==> config.mk <==
export PLATFORM = sky130hd
export DESIGN_NAME = detect_capture
export DESIGN_NICKNAME = d
export VERILOG_FILES = /design/src/rtl/detect_capture.sv
export SDC_FILE = /design/constraint.sdc
export NUM_CORES = 1
export LEC_CHECK = 0
export BUFFER_PORTS_ARGS = -buffer_cell sky130_fd_sc_hd__buf_2
export CAP_MARGIN = 40
export CORE_MARGIN = 2
export CORE_UTILIZATION = 45
export DETAILED_ROUTE_END_ITERATION = 7
export GPL_ROUTABILITY_DRIVEN = 0
export HOLD_SLACK_MARGIN = 0.05
export PLACE_DENSITY = 0.67
export SYNTH_ARGS = -nofsm -noshare
export SYNTH_HDL_FRONTEND = slang
export SYNTH_SLANG_ARGS = --single-unit
==> constraint.sdc <==
create_clock -name clk -period 5.85 [get_ports clk]
set_clock_uncertainty 0.05 [all_clocks]
set_input_delay 0.2925 -clock clk [delete_from_list [all_inputs] [get_ports clk]]
set_output_delay 0.2925 -clock clk [all_outputs]
set_load 0.03 [all_outputs]
==> src/rtl/detect_capture.sv <==
// Pre/post-trigger frame capture: keeps a rolling history of the sample stream and, on a
// detector rising edge, freezes one frame and drains it oldest-first over valid/ready.
module detect_capture #(
    parameter int DATA_W   = 8,
    parameter int PRE_LEN  = 8,
    parameter int POST_LEN = 16,
    parameter int MISS_W   = 8
) (
    input  logic              clk,
    input  logic              reset,
    input  logic              enable,
    input  logic [DATA_W-1:0] sample_in,
    input  logic              detected,
    output logic [DATA_W-1:0] out_data,
    output logic              out_valid,
    input  logic              out_ready,
    output logic              out_last,
    output logic              busy,
    output logic [MISS_W-1:0] missed
);

    localparam int FRAME_LEN = PRE_LEN + POST_LEN;
    localparam int PTR_W     = $clog2(PRE_LEN);
    localparam int POST_AW   = (POST_LEN > 1) ? $clog2(POST_LEN) : 1;
    localparam int CNT_W     = $clog2(POST_LEN + 1);
    localparam int IDX_W     = $clog2(FRAME_LEN);

    typedef enum logic [1:0] {
        ST_ARMED   = 2'd0,
        ST_CAPTURE = 2'd1,
        ST_DRAIN   = 2'd2
    } state_t;

    state_t state_reg;
    state_t state_next;

    logic              det_q_reg;
    logic              trig;
    logic [CNT_W-1:0]  cnt_reg;
    logic              last_post;
    logic [PTR_W-1:0]  wr_ptr_reg;
    logic [IDX_W-1:0]  rd_idx_reg;
    logic [DATA_W-1:0] out_data_reg;
    logic              out_valid_reg;
    logic              out_last_reg;
    logic [MISS_W-1:0] missed_reg;

    logic              busy_c;
    logic              hist_we;
    logic              post_we;
    logic [POST_AW-1:0] post_waddr;
    logic              drain_load;
    logic              handshake;
    logic              count_miss;

    logic [IDX_W-1:0]   rd_addr;
    logic [PTR_W-1:0]   hist_rd_ptr;
    logic [POST_AW-1:0] post_raddr;
    logic               rd_is_pre;

    logic [DATA_W-1:0] hist_word [PRE_LEN];
    logic [DATA_W-1:0] post_mem  [POST_LEN];

    // Rising edge of the detector level, judged only on sample strobes.
    assign trig      = enable & detected & ~det_q_reg;
    assign last_post = (cnt_reg == CNT_W'(POST_LEN - 1));
    assign handshake = out_valid_reg & out_ready;

    always_ff @(posedge clk) begin
        if (reset) begin
            state_reg <= ST_ARMED;
        end else begin
            state_reg <= state_next;
        end
    end

    always_comb begin
        state_next = state_reg;
        case (state_reg)
            ST_ARMED: begin
                if (trig) begin
                    state_next = (POST_LEN == 1) ? ST_DRAIN : ST_CAPTURE;
                end
            end
            ST_CAPTURE: begin
                if (enable && last_post) begin
                    state_next = ST_DRAIN;
                end
            end
            ST_DRAIN: begin
                if (handshake && out_last_reg) begin
                    state_next = ST_ARMED;
                end
            end
            default: state_next = ST_ARMED;
        endcase
    end

    always_comb begin
        busy_c     = (state_reg != ST_ARMED);
        hist_we    = (state_reg == ST_ARMED) && enable && !trig;
        post_we    = ((state_reg == ST_ARMED) && trig) || ((state_reg == ST_CAPTURE) && enable);
        post_waddr = (state_reg == ST_ARMED) ? '0 : POST_AW'(cnt_reg);
        drain_load = (state_reg != ST_DRAIN) && (state_next == ST_DRAIN);
        count_miss = trig && busy_c;
    end

    always_ff @(posedge clk) begin
        if (reset) begin
            det_q_reg <= 1'b0;
        end else if (enable) begin
            det_q_reg <= detected;
        end
    end

    always_ff @(posedge clk) begin
        if (reset) begin
            cnt_reg <= '0;
        end else if ((state_reg == ST_ARMED) && trig) begin
            cnt_reg <= CNT_W'(1);
        end else if ((state_reg == ST_CAPTURE) && enable) begin
            cnt_reg <= cnt_reg + CNT_W'(1);
        end
    end

    // History ring only advances while armed, so it is naturally frozen for the whole frame.
    always_ff @(posedge clk) begin
        if (reset) begin
            wr_ptr_reg <= '0;
        end else if (hist_we) begin
            wr_ptr_reg <= wr_ptr_reg + PTR_W'(1);
        end
    end

    genvar gi;
    generate
        for (gi = 0; gi < PRE_LEN; gi++) begin : g_hist
            logic [DATA_W-1:0] slot_reg;
            always_ff @(posedge clk) begin
                if (reset) begin
                    slot_reg <= '0;
                end else if (hist_we && (wr_ptr_reg == PTR_W'(gi))) begin
                    slot_reg <= sample_in;
                end
            end
            assign hist_word[gi] = slot_reg;
        end
    endgenerate

    always_ff @(posedge clk) begin
        if (post_we) begin
            post_mem[post_waddr] <= sample_in;
        end
    end

    // Address of the sample to present next: frame index 0 on drain entry, else the successor.
    always_comb begin
        rd_addr     = drain_load ? '0 : (rd_idx_reg + IDX_W'(1));
        rd_is_pre   = (rd_addr < IDX_W'(PRE_LEN));
        hist_rd_ptr = wr_ptr_reg + PTR_W'(rd_addr);
        post_raddr  = POST_AW'(rd_addr - IDX_W'(PRE_LEN));
    end

    always_ff @(posedge clk) begin
        if (reset) begin
            out_valid_reg <= 1'b0;
            out_last_reg  <= 1'b0;
            out_data_reg  <= '0;
            rd_idx_reg    <= '0;
        end else if (drain_load) begin
            out_valid_reg <= 1'b1;
            out_last_reg  <= 1'b0;
            out_data_reg  <= rd_is_pre ? hist_word[hist_rd_ptr] : post_mem[post_raddr];
            rd_idx_reg    <= '0;
        end else if (handshake) begin
            if (out_last_reg) begin
                out_valid_reg <= 1'b0;
                out_last_reg  <= 1'b0;
            end else begin
                out_data_reg <= rd_is_pre ? hist_word[hist_rd_ptr] : post_mem[post_raddr];
                out_last_reg <= (rd_idx_reg == IDX_W'(FRAME_LEN - 2));
                rd_idx_reg   <= rd_idx_reg + IDX_W'(1);
            end
        end
    end

    always_ff @(posedge clk) begin
        if (reset) begin
            missed_reg <= '0;
        end else if (count_miss && (missed_reg != {MISS_W{1'b1}})) begin
            missed_reg <= missed_reg + MISS_W'(1);
        end
    end

    assign out_data  = out_data_reg;
    assign out_valid = out_valid_reg;
    assign out_last  = out_last_reg;
    assign busy      = busy_c;
    assign missed    = missed_reg;

endmodule

# Word level (Yosys, flattened, before mapping)
# Memories as Yosys holds them, arrays and structs flattened.
# Index checks and enable logic that the tools add are counted.
# totals
ff_bits,98
mem_bits_rw,128
n_memories,1
output_inout_bits,19
in_bits,13
wordCells,99
# memory_table
name,depth,width,rd,rd_clocked_by_memory_dff,write_ports,line,rtl
post_mem,16,8,1,0,1,62,logic [DATA_W-1:0] post_mem [POST_LEN];
# classes
n_addsub,6
n_eq_ne,15
n_reduce_logical,30
muxes,21
bitwise,6
order_cmp,2
# op_table
cell,count
8-bit two-way mux,6
8-bit binary-select mux with 3-bit select,1
1-bit logical AND,17
3-bit equality test (second input constant),4
5-bit by 1-bit adder with 5-bit output (second input constant),2
8-bit by 1-bit adder with 8-bit output (second input constant),1
1-bit two-way mux,8
8-bit != test (second input constant),1
2-bit nonzero test,4
3-bit by 2-bit equality test with 1-bit output (second input constant),2
2-bit two-way mux,3
2-bit case mux with 3 select lines,1
2-bit AND reduction,3
5-bit by 4-bit equality test with 1-bit output (second input constant),1
5-bit equality test (second input constant),1
5-bit by 4-bit less-than comparator with 1-bit output (second input constant),1
5-bit two-way mux,1
2-bit equality test (second input constant),2
4-bit >= comparator (second input constant),1
4-bit two-way mux,1
3-bit NOT with 4-bit output,1
2-bit OR reduction,2
4-bit subtractor (second input constant),1
3-bit by 1-bit adder with 3-bit output (second input constant),1
other kinds (11),14

# Logic depth before layout (Yosys ltp)
# depth
depth_word,16
ltp_mapped,19
ltp_nobuf,12

# Worst setup path before layout
# OpenSTA, ideal clock, no wires.
# synth_path
kind,register -> register
startpoint,register rd_idx_reg[0]
endpoint,register out_data_reg[6] (netlist: out_data[6])
synth_period_minus_slack_ps,4246
arrival_ps,4051
slack_ps,1604
n_path_buf,9
setup_ps,145
path_stages_with_launch,19
cell_sequence,dfxtp_1 -> buf_4 -> buf_6 -> buf_6 -> clkinv_1 -> buf_2 -> ha_1 -> buf_2 -> nand2b_1 -> clkbuf_1 -> clkbuf_1 -> inv_1 -> fa_1 -> buf_4 -> buf_2 -> mux4_2 -> nor3b_1 -> a221oi_2 -> a2111oi_2
# synth_between
elab_chain_cells,11
word_cells_on_any_way,14
classes_between,add/sub: 3; order compare: 1; mux: 8; bitwise: 1; memory: 1
# synth_lines
item,line,rtl
from (decl),42,logic [IDX_W-1:0] rd_idx_reg;
from (signal assigned),182,rd_idx_reg <= rd_idx_reg + IDX_W'(1);
5-bit by 1-bit adder with 5-bit output *,158,rd_addr = drain_load ? '0 : (rd_idx_reg + IDX_W'(1));
5-bit two-way mux *,158,
3-bit adder,160,hist_rd_ptr = wr_ptr_reg + PTR_W'(rd_addr);
3-bit NOT with 4-bit output (implied by the code),"173, 180",
8-bit binary-select mux with 3-bit select,"173, 180",
8-bit two-way mux (implied by the code) (2 in a row),"173, 180",
8-bit two-way mux *,"173, 180",
8-bit two-way mux,176,if (out_last_reg) begin
8-bit two-way mux,175,end else if (handshake) begin
8-bit two-way mux *,170,end else if (drain_load) begin
to (signal assigned),173,out_data_reg <= rd_is_pre ? hist_word[hist_rd_ptr] : post_mem[post_raddr];
to (signal assigned),180,out_data_reg <= rd_is_pre ? hist_word[hist_rd_ptr] : post_mem[post_raddr];
to (decl),43,logic [DATA_W-1:0] out_data_reg;
# Every way passes the cells marked *; elsewhere a longest branch is shown, timed or not. The select of a mux whose other input is x is not followed.
# A chain may end at the register's enable or synchronous reset.

# Worst setup path after layout
# layout_path
startpoint,register cnt_reg[0]
endpoint,register out_data_reg[5] (netlist: out_data[5])
# layout_between
elab_chain_cells,16
word_cells_on_any_way,22
classes_between,add/sub: 2; order compare: 1; eq/ne: 3; mux: 10; bitwise: 1; reduce/logical: 4; memory: 1
# layout_lines
item,line,rtl
from (decl),39,logic [CNT_W-1:0] cnt_reg;
from (signal assigned),122,cnt_reg <= cnt_reg + CNT_W'(1);
5-bit by 4-bit equality test with 1-bit output *,66,assign last_post = (cnt_reg == CNT_W'(POST_LEN - 1));
1-bit logical AND *,86,if (enable && last_post) begin
2-bit two-way mux *,86,
2-bit case mux with 3 select lines *,79,case (state_reg)
2-bit equality test *,104,drain_load = (state_reg != ST_DRAIN) && (state_next == ST_DRAIN);
1-bit logical AND *,104,
5-bit two-way mux,158,
3-bit adder,160,
3-bit NOT with 4-bit output (implied by the code),"173, 180",
8-bit binary-select mux with 3-bit select,"173, 180",
8-bit two-way mux (implied by the code) (2 in a row),"173, 180",
8-bit two-way mux,"173, 180",
8-bit two-way mux,176,
8-bit two-way mux,175,
8-bit two-way mux,170,
# Marks and branches as above.

==> impl_results.md <==
* Distinct cells, synth at 51
* Number of synthesized register bits at 226
* Final #Nets at 816
* Detail Route Antenna Nets at 0
* HPWL Detailed at 15.3 mm
* H-tree Lvls at 1
* Final hold violation count at 0
* Clock transition at the registers of the reported paths at 0.07 ns
* Overflow after GRT at 0
* RSZ-0062 raised after global routing: no
* Share of flip-flops with an asynchronous set or reset at 0
* Final setup viols at 0
* Final wirelength at 23.7 mm
* Clock sinks at 226
* Max FFs per register at 128
* Synth Net Count at 803
* Vias in the first global route at 6088
* Yosys top cell area share at 0.387
* Synth warn at 0
* Pins Over Slew Limit at 0
* Register area share after synthesis at 0.585
* First-pass GRT wire length at 36.5 mm
* Fill count at 1849
* Total track usage at 0.202
* Cell area after synthesis at 9930 um2
* Slew margin rel. at 0.393
* Top FF cell, synth: edfxtp_1
* Clock tree buffer depth at 3
* Number of diodes at 0
* Hold WC Path Type: in2reg
* Cell Pwr Density at 316 nW/um2
* Cell taking the most area after synthesis: edfxtp_1
* Max Clock Freq at 0.218 GHz
* Final critical-path required period at 4.59 ns
* Post-Synthesis Cells at 777
* Worst skew pair latency at 0.52 ns
* Critical path launch point type: register
* Initial antenna violation count at 0
* Crit path arrival time at 4.92 ns
* Crit Path Category: reg2reg
* Largest net degree at the start of global routing at 48
* Worst Path Max Fanout at 33
* Drc violations at 0
* Synth top cells by count: edfxtp_1, nor2_1, dfxtp_1, mux2i_1, nand3_1
* Setup_tns at 0 ns
* Leak at 4.11 nW
* Status: complete, no violations
* Number of flops mapped to enable cells by yosys at 128
* Layout cells sized above 1 at 0.188
* CTS buffer count at 24
* Slew @ Worst Pin at 0.908 ns
* Die Width at 153 um
* Syn Area/Cell at 12.8 um2
* Io pins at 32
* Initial Util at 0.456
* Root buffer cell: clkbuf_16
* CTS tree: yes
* Peak supply drop at 0.157 mV
* DR WL/cell at 21.8 um
* I/O Buffers at 31
* MaxCap Viol Count at 0
* Count leader, synth: edfxtp_1
* Top post-synthesis cells by area: edfxtp_1, dfxtp_1, mux2i_1
* Drt pass-1 iters at 5
* Worst Setup End Kind: register
* Worst Hold Slack at 0.0694 ns
* Die Span Y at 153 um
* Initial DRC Count at 609
* Row Count at 54
* Fin crit share at 0.785
* Via/cell ratio at 5.76
* Die area at 23300 um2
* Critical Path RT at 6.17 ns
* Via Count at 6266
* Total core area at 21800 um2
* Area grow syn2layout at 11.9%
## per-layer routing
| metal | track usage | routed length (um) | share of wire |
|---|---|---|---|
| met5 | 0 | 0 | 0 |
| met4 | 0.0644 | 639 | 0.027 |
| met3 | 0.0356 | 1540 | 0.065 |
| met2 | 0.325 | 10900 | 0.46 |
| met1 | 0.280 | 10600 | 0.45 |
## metrics by stage
step                      setup slack, ns  cells  power [mW]  utilization  area (um2)
after floorplan                      1.60    777        1.86            -        9930
after global placement               1.33   1037        1.90        0.467       10200
after detailed placement             1.27   1042        1.91        0.470       10200
after CTS                            1.27   1088        3.54        0.511       11100
after global routing                0.891   1088        3.62        0.511       11100
final                                1.26   1088        3.52        0.511       11100
## timing repair
action / 4_1_cts / 5_1_grt
hold buffers: 2 / 0
endpoints found under the hold margin: 5 / 0
setup buffers: 0 / 0
resized for setup: 0 / 0
## layout make-up
type / instances / area (um2) / area share
clock buffers: 29 / 661 / 0.0594
clock inverters: 15 / 203 / 0.0182
inverters: 8 / 30.0 / 0.00270
multi-input cells: 486 / 3780 / 0.340
flip-flops and latches: 226 / 5810 / 0.522
well taps: 280 / 350 / 0.0315
repair buffers: 44 / 288 / 0.0259
## cells by family (layout without fill, tap and decap cells)
| logic type | after synthesis | in the layout | share of synthesized area |
|---|---|---|---|
| muxes | 116 | 116 | 0.148 |
| AOI/OAI and AO/OA | 110 | 110 | 0.0871 |
| adders and majority gates | 13 | 13 | 0.0171 |
| DFF | 226 | 226 | 0.585 |
| xor gates and xnor gates | 15 | 15 | 0.0140 |
| buffers and inverters | 65 | 96 | 0.0350 |
| and+or+nand+nor | 232 | 232 | 0.114 |
## power by group
group,switching (mW),internal [mW],leakage (nW)
clock,0.621,1.02,0.424
sequential,0.0169,1.70,1.95
combinational,0.105,0.0552,1.74
## placed cells by master, fill, tap and decap left out, types with 5 or more instances in the layout
| cell type | n |
|---|---|
| a2111oi_2 | 8 |
| a21oi_1 | 24 |
| a221oi_2 | 8 |
| a31oi_1 | 8 |
| buf_2 | 32 |
| buf_4 | 8 |
| bufinv_16 | 5 |
| clkbuf_16 | 25 |
| clkinv_2 | 5 |
| dfxtp_1 | 97 |
| edfxtp_1 | 128 |
| ha_1 | 12 |
| inv_1 | 7 |
| mux2_2 | 8 |
| mux2i_1 | 84 |
| mux4_2 | 24 |
| nand2_1 | 37 |
| nand3_1 | 39 |
| nand3_2 | 7 |
| nand3b_1 | 6 |
| nand4_1 | 6 |
| nor2_1 | 99 |
| nor3_1 | 5 |
| nor3b_1 | 9 |
| o2111ai_1 | 24 |
| o211ai_1 | 8 |
| o21ai_0 | 20 |
| or2_2 | 8 |
| xor2_1 | 10 |
## critical path, stage by stage (launching register included)
cell	delay (ns)
dfxtp_1	0.46
ha_1	0.21
and3_1	0.16
ha_1	0.22
nand4b_4	0.49
nand2b_1	0.23
buf_4	0.31
inv_1	0.11
fa_1	1.11
mux4_2	0.59
nor3b_1	0.16
a221oi_2	0.25
a2111oi_2	0.08
## final timing paths
kind | from | end | slack [ns] | depth (start not counted)
max | cnt_reg[0] | out_data[5] | 1.26 | 12
min | out_ready | out_valid | 0.07 | 4
max reg2reg | cnt_reg[0] | out_data[5] | 1.26 | 12
min reg2reg | g_hist[7].slot_reg[6] | g_hist[7].slot_reg[6] | 0.43 | 2
No activity file was read; power rests on OpenSTA's default activity.
